**src/rtl/rggen_axi4lite_master_if.sv**
```systemverilog
// AXI4-Lite bus bundle between the rggen AXI4-Lite master and a register-block slave.
// Widths are set at instantiation and must match the master's ADDRESS_WIDTH/BUS_WIDTH.
interface rggen_axi4lite_if #(
    parameter int ADDRESS_WIDTH = 16,
    parameter int BUS_WIDTH     = 32
);
    logic                     awvalid;
    logic                     awready;
    logic [ADDRESS_WIDTH-1:0] awaddr;
    logic [2:0]               awprot;
    logic                     wvalid;
    logic                     wready;
    logic [BUS_WIDTH-1:0]     wdata;
    logic [BUS_WIDTH/8-1:0]   wstrb;
    logic                     bvalid;
    logic                     bready;
    logic [1:0]               bresp;
    logic                     arvalid;
    logic                     arready;
    logic [ADDRESS_WIDTH-1:0] araddr;
    logic [2:0]               arprot;
    logic                     rvalid;
    logic                     rready;
    logic [BUS_WIDTH-1:0]     rdata;
    logic [1:0]               rresp;

    modport master (
        output awvalid, awaddr, awprot, input awready,
        output wvalid, wdata, wstrb, input wready,
        input bvalid, bresp, output bready,
        output arvalid, araddr, arprot, input arready,
        input rvalid, rdata, rresp, output rready
    );

    modport slave (
        input awvalid, awaddr, awprot, output awready,
        input wvalid, wdata, wstrb, output wready,
        output bvalid, bresp, input bready,
        input arvalid, araddr, arprot, output arready,
        output rvalid, rdata, rresp, input rready
    );
endinterface

```
**src/rtl/rggen_axi4lite_master.sv**
```systemverilog
// Single-outstanding AXI4-Lite initiator: turns a request/response command port into
// AXI4-Lite read/write transactions. All AXI channel outputs come straight from flops.
// Optional feature macro: RGGEN_AXI4LITE_MASTER_RESPONSE_READY_EN adds i_response_ready
// so the response can be held until the local controller takes it.
module rggen_axi4lite_master #(
    parameter int ADDRESS_WIDTH = 16,
    parameter int BUS_WIDTH     = 32
)(
    input  logic                     i_clk,
    input  logic                     i_rst_n,
    input  logic                     i_request_valid,
    output logic                     o_request_ready,
    input  logic                     i_request_write,
    input  logic [ADDRESS_WIDTH-1:0] i_address,
    input  logic [BUS_WIDTH-1:0]     i_write_data,
    input  logic [BUS_WIDTH/8-1:0]   i_strobe,
    output logic                     o_response_valid,
`ifdef RGGEN_AXI4LITE_MASTER_RESPONSE_READY_EN
    input  logic                     i_response_ready,
`endif
    output logic [1:0]               o_response_status,
    output logic [BUS_WIDTH-1:0]     o_read_data,
    rggen_axi4lite_if.master         axi4lite_if
);
    typedef enum logic [1:0] {
        IDLE,
        WRITE,
        READ,
        RESPONSE
    } state_e;

    state_e                   r_state;
    state_e                   w_next_state;

    logic                     r_awvalid;
    logic                     r_wvalid;
    logic                     r_bready;
    logic                     r_arvalid;
    logic                     r_rready;
    logic                     r_aw_done;
    logic                     r_w_done;
    logic [ADDRESS_WIDTH-1:0] r_address;
    logic [BUS_WIDTH-1:0]     r_write_data;
    logic [BUS_WIDTH/8-1:0]   r_strobe;
    logic                     r_response_valid;
    logic [1:0]               r_response_status;
    logic [BUS_WIDTH-1:0]     r_read_data;

    logic                     w_request_accept;
    logic                     w_aw_handshake;
    logic                     w_w_handshake;
    logic                     w_b_accept;
    logic                     w_ar_handshake;
    logic                     w_r_handshake;
    logic                     w_response_ready;

`ifdef RGGEN_AXI4LITE_MASTER_RESPONSE_READY_EN
    assign w_response_ready = i_response_ready;
`else
    assign w_response_ready = 1'b1;
`endif

    // Ready is held low while reset is asserted, even though the state already reads IDLE.
    assign o_request_ready  = (r_state == IDLE) && i_rst_n;
    assign w_request_accept = i_request_valid && o_request_ready;
    assign w_aw_handshake   = r_awvalid && axi4lite_if.awready;
    assign w_w_handshake    = r_wvalid && axi4lite_if.wready;
    // A write response only counts once both address and data have been handed over.
    assign w_b_accept       = (r_state == WRITE) && r_bready && axi4lite_if.bvalid
                              && r_aw_done && r_w_done;
    assign w_ar_handshake   = r_arvalid && axi4lite_if.arready;
    assign w_r_handshake    = (r_state == READ) && r_rready && axi4lite_if.rvalid;

    // State register.
    // NOTE: sequential state uses non-blocking assignments so every flop samples pre-edge values.
    always_ff @(posedge i_clk or negedge i_rst_n) begin
        if (!i_rst_n) begin
            r_state <= IDLE;
        end else begin
            r_state <= w_next_state;
        end
    end

    // Next-state decode.
    // NOTE: the default assignment first keeps this block combinational (no latch inferred).
    always_comb begin
        w_next_state = r_state;
        case (r_state)
            IDLE:     if (w_request_accept) w_next_state = i_request_write ? WRITE : READ;
            WRITE:    if (w_b_accept)       w_next_state = RESPONSE;
            READ:     if (w_r_handshake)    w_next_state = RESPONSE;
            RESPONSE: if (w_response_ready) w_next_state = IDLE;
            default:                        w_next_state = IDLE;
        endcase
    end

    // Registered AXI channel controls, request capture and response capture.
    always_ff @(posedge i_clk or negedge i_rst_n) begin
        if (!i_rst_n) begin
            r_awvalid         <= 1'b0;
            r_wvalid          <= 1'b0;
            r_bready          <= 1'b0;
            r_arvalid         <= 1'b0;
            r_rready          <= 1'b0;
            r_aw_done         <= 1'b0;
            r_w_done          <= 1'b0;
            r_address         <= '0;
            r_write_data      <= '0;
            r_strobe          <= '0;
            r_response_valid  <= 1'b0;
            r_response_status <= 2'b00;
            r_read_data       <= '0;
        end else begin
            case (r_state)
                IDLE: begin
                    if (w_request_accept) begin
                        r_awvalid    <= i_request_write;
                        r_wvalid     <= i_request_write;
                        r_bready     <= i_request_write;
                        r_arvalid    <= !i_request_write;
                        r_rready     <= !i_request_write;
                        r_aw_done    <= 1'b0;
                        r_w_done     <= 1'b0;
                        r_address    <= i_address;
                        r_write_data <= i_write_data;
                        r_strobe     <= i_strobe;
                    end
                end
                WRITE: begin
                    // AW and W retire independently and never come back within this transaction.
                    if (w_aw_handshake) begin
                        r_awvalid <= 1'b0;
                        r_aw_done <= 1'b1;
                    end
                    if (w_w_handshake) begin
                        r_wvalid <= 1'b0;
                        r_w_done <= 1'b1;
                    end
                    if (w_b_accept) begin
                        r_bready          <= 1'b0;
                        r_response_valid  <= 1'b1;
                        r_response_status <= axi4lite_if.bresp;
                        r_read_data       <= '0;
                    end
                end
                READ: begin
                    if (w_ar_handshake) begin
                        r_arvalid <= 1'b0;
                    end
                    if (w_r_handshake) begin
                        r_rready          <= 1'b0;
                        r_response_valid  <= 1'b1;
                        r_response_status <= axi4lite_if.rresp;
                        r_read_data       <= axi4lite_if.rdata;
                    end
                end
                RESPONSE: begin
                    if (w_response_ready) begin
                        r_response_valid <= 1'b0;
                    end
                end
                default: begin
                    r_response_valid <= 1'b0;
                end
            endcase
        end
    end

    assign axi4lite_if.awvalid = r_awvalid;
    assign axi4lite_if.awaddr  = r_address;
    assign axi4lite_if.awprot  = 3'b000;
    assign axi4lite_if.wvalid  = r_wvalid;
    assign axi4lite_if.wdata   = r_write_data;
    assign axi4lite_if.wstrb   = r_strobe;
    assign axi4lite_if.bready  = r_bready;
    assign axi4lite_if.arvalid = r_arvalid;
    assign axi4lite_if.araddr  = r_address;
    assign axi4lite_if.arprot  = 3'b000;
    assign axi4lite_if.rready  = r_rready;

    assign o_response_valid  = r_response_valid;
    assign o_response_status = r_response_status;
    assign o_read_data       = r_read_data;
endmodule

```
**src/flat_wrapper.sv**
```systemverilog
// flat-port wrapper written by rule: the top's interface ports become plain ports
module rggen_axi4lite_master_flat 
#(
    parameter int ADDRESS_WIDTH = 16,
    parameter int BUS_WIDTH     = 32
)
  (i_clk, i_rst_n, i_request_valid, o_request_ready, i_request_write, i_address, i_write_data, i_strobe, o_response_valid, o_response_status, o_read_data, axi4lite_if_awvalid, axi4lite_if_awaddr, axi4lite_if_awprot, axi4lite_if_awready, axi4lite_if_wvalid, axi4lite_if_wdata, axi4lite_if_wstrb, axi4lite_if_wready, axi4lite_if_bvalid, axi4lite_if_bresp, axi4lite_if_bready, axi4lite_if_arvalid, axi4lite_if_araddr, axi4lite_if_arprot, axi4lite_if_arready, axi4lite_if_rvalid, axi4lite_if_rdata, axi4lite_if_rresp, axi4lite_if_rready);
  rggen_axi4lite_if #(.ADDRESS_WIDTH(ADDRESS_WIDTH), .BUS_WIDTH(BUS_WIDTH)) axi4lite_if_i ();
  input  logic i_clk;
  input  logic i_rst_n;
  input  logic i_request_valid;
  output logic o_request_ready;
  input  logic i_request_write;
  input  logic [ADDRESS_WIDTH-1:0] i_address;
  input  logic [BUS_WIDTH-1:0] i_write_data;
  input  logic [BUS_WIDTH/8-1:0] i_strobe;
  output logic o_response_valid;
  output logic [1:0] o_response_status;
  output logic [BUS_WIDTH-1:0] o_read_data;
  output wire logic [$bits(axi4lite_if_i.awvalid)-1:0] axi4lite_if_awvalid;
  output wire logic [$bits(axi4lite_if_i.awaddr)-1:0] axi4lite_if_awaddr;
  output wire logic [$bits(axi4lite_if_i.awprot)-1:0] axi4lite_if_awprot;
  input wire logic [$bits(axi4lite_if_i.awready)-1:0] axi4lite_if_awready;
  output wire logic [$bits(axi4lite_if_i.wvalid)-1:0] axi4lite_if_wvalid;
  output wire logic [$bits(axi4lite_if_i.wdata)-1:0] axi4lite_if_wdata;
  output wire logic [$bits(axi4lite_if_i.wstrb)-1:0] axi4lite_if_wstrb;
  input wire logic [$bits(axi4lite_if_i.wready)-1:0] axi4lite_if_wready;
  input wire logic [$bits(axi4lite_if_i.bvalid)-1:0] axi4lite_if_bvalid;
  input wire logic [$bits(axi4lite_if_i.bresp)-1:0] axi4lite_if_bresp;
  output wire logic [$bits(axi4lite_if_i.bready)-1:0] axi4lite_if_bready;
  output wire logic [$bits(axi4lite_if_i.arvalid)-1:0] axi4lite_if_arvalid;
  output wire logic [$bits(axi4lite_if_i.araddr)-1:0] axi4lite_if_araddr;
  output wire logic [$bits(axi4lite_if_i.arprot)-1:0] axi4lite_if_arprot;
  input wire logic [$bits(axi4lite_if_i.arready)-1:0] axi4lite_if_arready;
  input wire logic [$bits(axi4lite_if_i.rvalid)-1:0] axi4lite_if_rvalid;
  input wire logic [$bits(axi4lite_if_i.rdata)-1:0] axi4lite_if_rdata;
  input wire logic [$bits(axi4lite_if_i.rresp)-1:0] axi4lite_if_rresp;
  output wire logic [$bits(axi4lite_if_i.rready)-1:0] axi4lite_if_rready;
  assign axi4lite_if_awvalid = axi4lite_if_i.awvalid;
  assign axi4lite_if_awaddr = axi4lite_if_i.awaddr;
  assign axi4lite_if_awprot = axi4lite_if_i.awprot;
  assign axi4lite_if_i.awready = axi4lite_if_awready;
  assign axi4lite_if_wvalid = axi4lite_if_i.wvalid;
  assign axi4lite_if_wdata = axi4lite_if_i.wdata;
  assign axi4lite_if_wstrb = axi4lite_if_i.wstrb;
  assign axi4lite_if_i.wready = axi4lite_if_wready;
  assign axi4lite_if_i.bvalid = axi4lite_if_bvalid;
  assign axi4lite_if_i.bresp = axi4lite_if_bresp;
  assign axi4lite_if_bready = axi4lite_if_i.bready;
  assign axi4lite_if_arvalid = axi4lite_if_i.arvalid;
  assign axi4lite_if_araddr = axi4lite_if_i.araddr;
  assign axi4lite_if_arprot = axi4lite_if_i.arprot;
  assign axi4lite_if_i.arready = axi4lite_if_arready;
  assign axi4lite_if_i.rvalid = axi4lite_if_rvalid;
  assign axi4lite_if_i.rdata = axi4lite_if_rdata;
  assign axi4lite_if_i.rresp = axi4lite_if_rresp;
  assign axi4lite_if_rready = axi4lite_if_i.rready;
  rggen_axi4lite_master #(.ADDRESS_WIDTH(ADDRESS_WIDTH), .BUS_WIDTH(BUS_WIDTH)) u_core (.i_clk(i_clk), .i_rst_n(i_rst_n), .i_request_valid(i_request_valid), .o_request_ready(o_request_ready), .i_request_write(i_request_write), .i_address(i_address), .i_write_data(i_write_data), .i_strobe(i_strobe), .o_response_valid(o_response_valid), .o_response_status(o_response_status), .o_read_data(o_read_data), .axi4lite_if(axi4lite_if_i));
endmodule
```
**config.mk**
```make
export PLATFORM = sky130hd
export DESIGN_NAME = rggen_axi4lite_master_flat
export DESIGN_NICKNAME = d
export VERILOG_FILES = /design/src/rtl/rggen_axi4lite_master_if.sv /design/src/rtl/rggen_axi4lite_master.sv /design/src/flat_wrapper.sv
export SDC_FILE = /design/constraint.sdc
export NUM_CORES = 1
export LEC_CHECK = 0
export CAP_MARGIN = 40
export CORE_ASPECT_RATIO = 0.75
export CORE_MARGIN = 4
export CORE_UTILIZATION = 40
export DETAILED_ROUTE_END_ITERATION = 16
export MAX_ROUTING_LAYER = met4
export PLACE_DENSITY = 0.89
export SETUP_SLACK_MARGIN = 0.2
export SLEW_MARGIN = 20
export SYNTH_ARGS = -nofsm -noshare
export SYNTH_HDL_FRONTEND = slang
export SYNTH_SLANG_ARGS = --single-unit
```
**constraint.sdc**
```tcl
create_clock -name i_clk -period 2.5 [get_ports i_clk]
set_input_delay 0.5 -clock i_clk [delete_from_list [all_inputs] [get_ports i_clk]]
set_output_delay 0.5 -clock i_clk [all_outputs]
set_load 0.03 [all_outputs]
```
==> impl_metrics.toml <==
[floorplan]
initial_core_util = 0.4092
core_area_mm2 = 0.01029
fp-row-count = 32
die_width_um = 126.5
die_area_mm2 = 0.01225
io_pins = 212
die_y_um = 96.85

[worst_setup_path]
crit_chain = "clkdlybuf4s50_1"
critPathLaunchType = "flip-flop"
worstPathRequired_ps = 2000
reg2reg_slack_ps = 580
cp.arrival_ps = 1470
critical_path_cell_count = 1
path_class = "reg2out"
cp-end-kind = "output port"
r2r_cells = 6
slowest_stage = "clkdlybuf4s50_1"
crit_buf_inv = 1
r2r-start = "u_core.r_state[0]"
worstReg2RegEnd = "u_core.o_read_data[9]"
worst-path-max-fanout = 4
cp_top_family = "buffers and inverters"
max_stage_delay_ps = 710

[sta]
setup_viol = 0
tightest_slew_ps = 567.6
post-route-period-util = 0.7893
max_slew_margin = 0.6182
finalMaxSlewViolations = 0
fin_skew_ps = 5.018
fmax_ghz = 0.5068
final_hold_viol_count = 0
rsz0062_at_grt = "no"
finalSetupTns_ps = 0
final.min_clock_period_ps = 1973

[detailed_routing]
vias = 3188
drt-initial-drc-count = 89
drtAntennaViolNets = 0
route.detailed.drc = 0
drt-pass1-iter-count = 4
vias_per_cell = 4.730
wl_per_cell_um = 16.64
wl_um = 11220

[pwr]
p_comb_frac = 0.586
power_density_mw_per_mm2 = 1494
p_sw_frac = 0.4285
p_sw_uw = 4216
ir_drop_mv = 0.8220
seqPwrFrac = 0.283
p_int_uw = 5622
clock_power_share = 0.131
p_leak_uw = 0.002834

[clocking]
cts_buffers = 9
holdBufCountCts = 0
cts_max_level = 3
post_cts_buffers = 0
worstSkewPairLatency_ps = 330
cts-resized-gates = 0
cts_buffer_depth = 2
clkTransAtPathRegs_ps = 60
clock_sinks = 96
clock_tree.root_cell = "clkbuf_16"
cts_tree = "yes"

[cells_and_area]
synthToLayoutAreaGrowth_pct = 56.40
mostFrequentLayoutCell = "clkdlybuf4s50_1"
final_net_count = 635
diodes = 0
most-common-layout-cells = "203 x clkdlybuf4s50_1, 96 x dfrtp_1, 58 x mux2_2"
drive_gt1_frac = 0.1636
post-route-util = 0.6400
fill_cells = 771

[global_route]
first_global_vias = 3513
grt_pass1_wl_um = 18300
overflow = 0
antenna_found_initial = 0
grtUsageTotal = 0.1918
grt_max_degree = 41

[place]
finalWeightedCongestion = 0.8139
port_buffers = 205
dp_hpwl_um = 8743

[synth]
synth_warnings = 0
synth_top_area_frac = 0.5706
ys_ff_latch = 96
synth-async-reset-ratio = 1.000
netlist_area_mm2 = 0.004210
synth_ff_type = "dfrtp_1"
seq_area_frac_synth = 0.5706
avgSynthCellArea_um2 = 12.42
ys_types = 28
synthCells = 339
yosys-top-cells-area = "dfrtp_1 57%, mux2_2 16%, mux2i_1 7.8%"
synth-edff-count = 0
yosys.area.top_type = "dfrtp_1"

[status]
outcome = "finished clean"

[run]
cap_violations = 0

[worst_hold_path]
holdCritPathClass = "in2async"
## registers in the layout, summed over array words and instances, names as in the netlist, 2 cells and up
signal,count
u_core.axi4lite_if.wstrb,4
u_core.o_response_status,2
u_core.r_state,2
u_core.axi4lite_if.araddr,16
u_core.axi4lite_if.wdata,32
u_core.o_read_data,32
## metrics by stage
stage / power [uW] / setup WS [ps] / instance area (um2) / cells / hold WS (ps)
final: 9837 / 526.7 / 6585 / 674 / 68.31
after global routing: 10350 / 449.3 / 6585 / 674 / 67.74
after CTS: 9959 / 515.4 / 6585 / 674 / 58.01
after detailed placement: 8624 / 242.0 / 6301 / 658 / 424.1
after global placement: 8419 / 375.3 / 6301 / 658 / 423.8
after floorplan: 6374 / 729.4 / 4229 / 344 / 204.4
## layout make-up
class,count,area (um2),area share
multi-input cells,174,1446,0.2196
repair buffers,214,2140,0.3249
clock inverters,5,41.29,0.006270
well taps,136,170.2,0.02584
flip-flops and latches,96,2402,0.3648
clock buffers,11,242.7,0.03686
inverters,38,142.6,0.02166
## worst max-delay path by stage
stage / start / to / slack [ps]
after floorplan: u_core.r_state[0] / u_core.o_response_status[0] / 730
after global placement: axi4lite_if_bvalid / u_core.o_read_data[0] / 380
after detailed placement: axi4lite_if_bvalid / u_core.o_read_data[9] / 240
after CTS: u_core.axi4lite_if.bready / axi4lite_if_bready / 520
after global routing: u_core.r_state[0] / u_core.o_read_data[29] / 450
final: u_core.axi4lite_if.bready / axi4lite_if_bready / 530
## cells in the mapped netlist (3+ instances only)
master	number
dfrtp_1	96
mux2_2	58
inv_1	38
nand2_1	34
mux2i_1	33
buf_4	22
o21ai_0	9
a21oi_1	8
clkbuf_1	5
ha_1	5
buf_1	4
nor2b_1	4
buf_6	3
## per-layer routing
metal / vias to the layer above / part of all wire / GRT usage
met5: - / 0 / -
met4: 0 / 0.014 / 0.05029
met3: 16 / 0.063 / 0.04967
met2: 122 / 0.54 / 0.3443
met1: 1572 / 0.39 / 0.2111
li1: 1478 / - / -
## power by group through the flow
stage / sequential [uW] / clock, uW / combinational (uW)
2_1_floorplan: 4170 / 0 / 2200
3_3_place_gp: 2750 / 0 / 5670
3_5_place_dp: 2810 / 0 / 5810
4_1_cts: 2790 / 1340 / 5830
5_1_grt: 2880 / 1400 / 6070
6_report: 2780 / 1290 / 5760
## kinds of logic after synthesis
logic type | synth area share
buf+inv | 0.09153
mux | 0.2336
compound gates | 0.03893
other cells | 0.0008907
simple gates | 0.04963
fa+ha+maj | 0.01486
flops | 0.5706
Note: power is estimated with default switching activity, not from simulation.
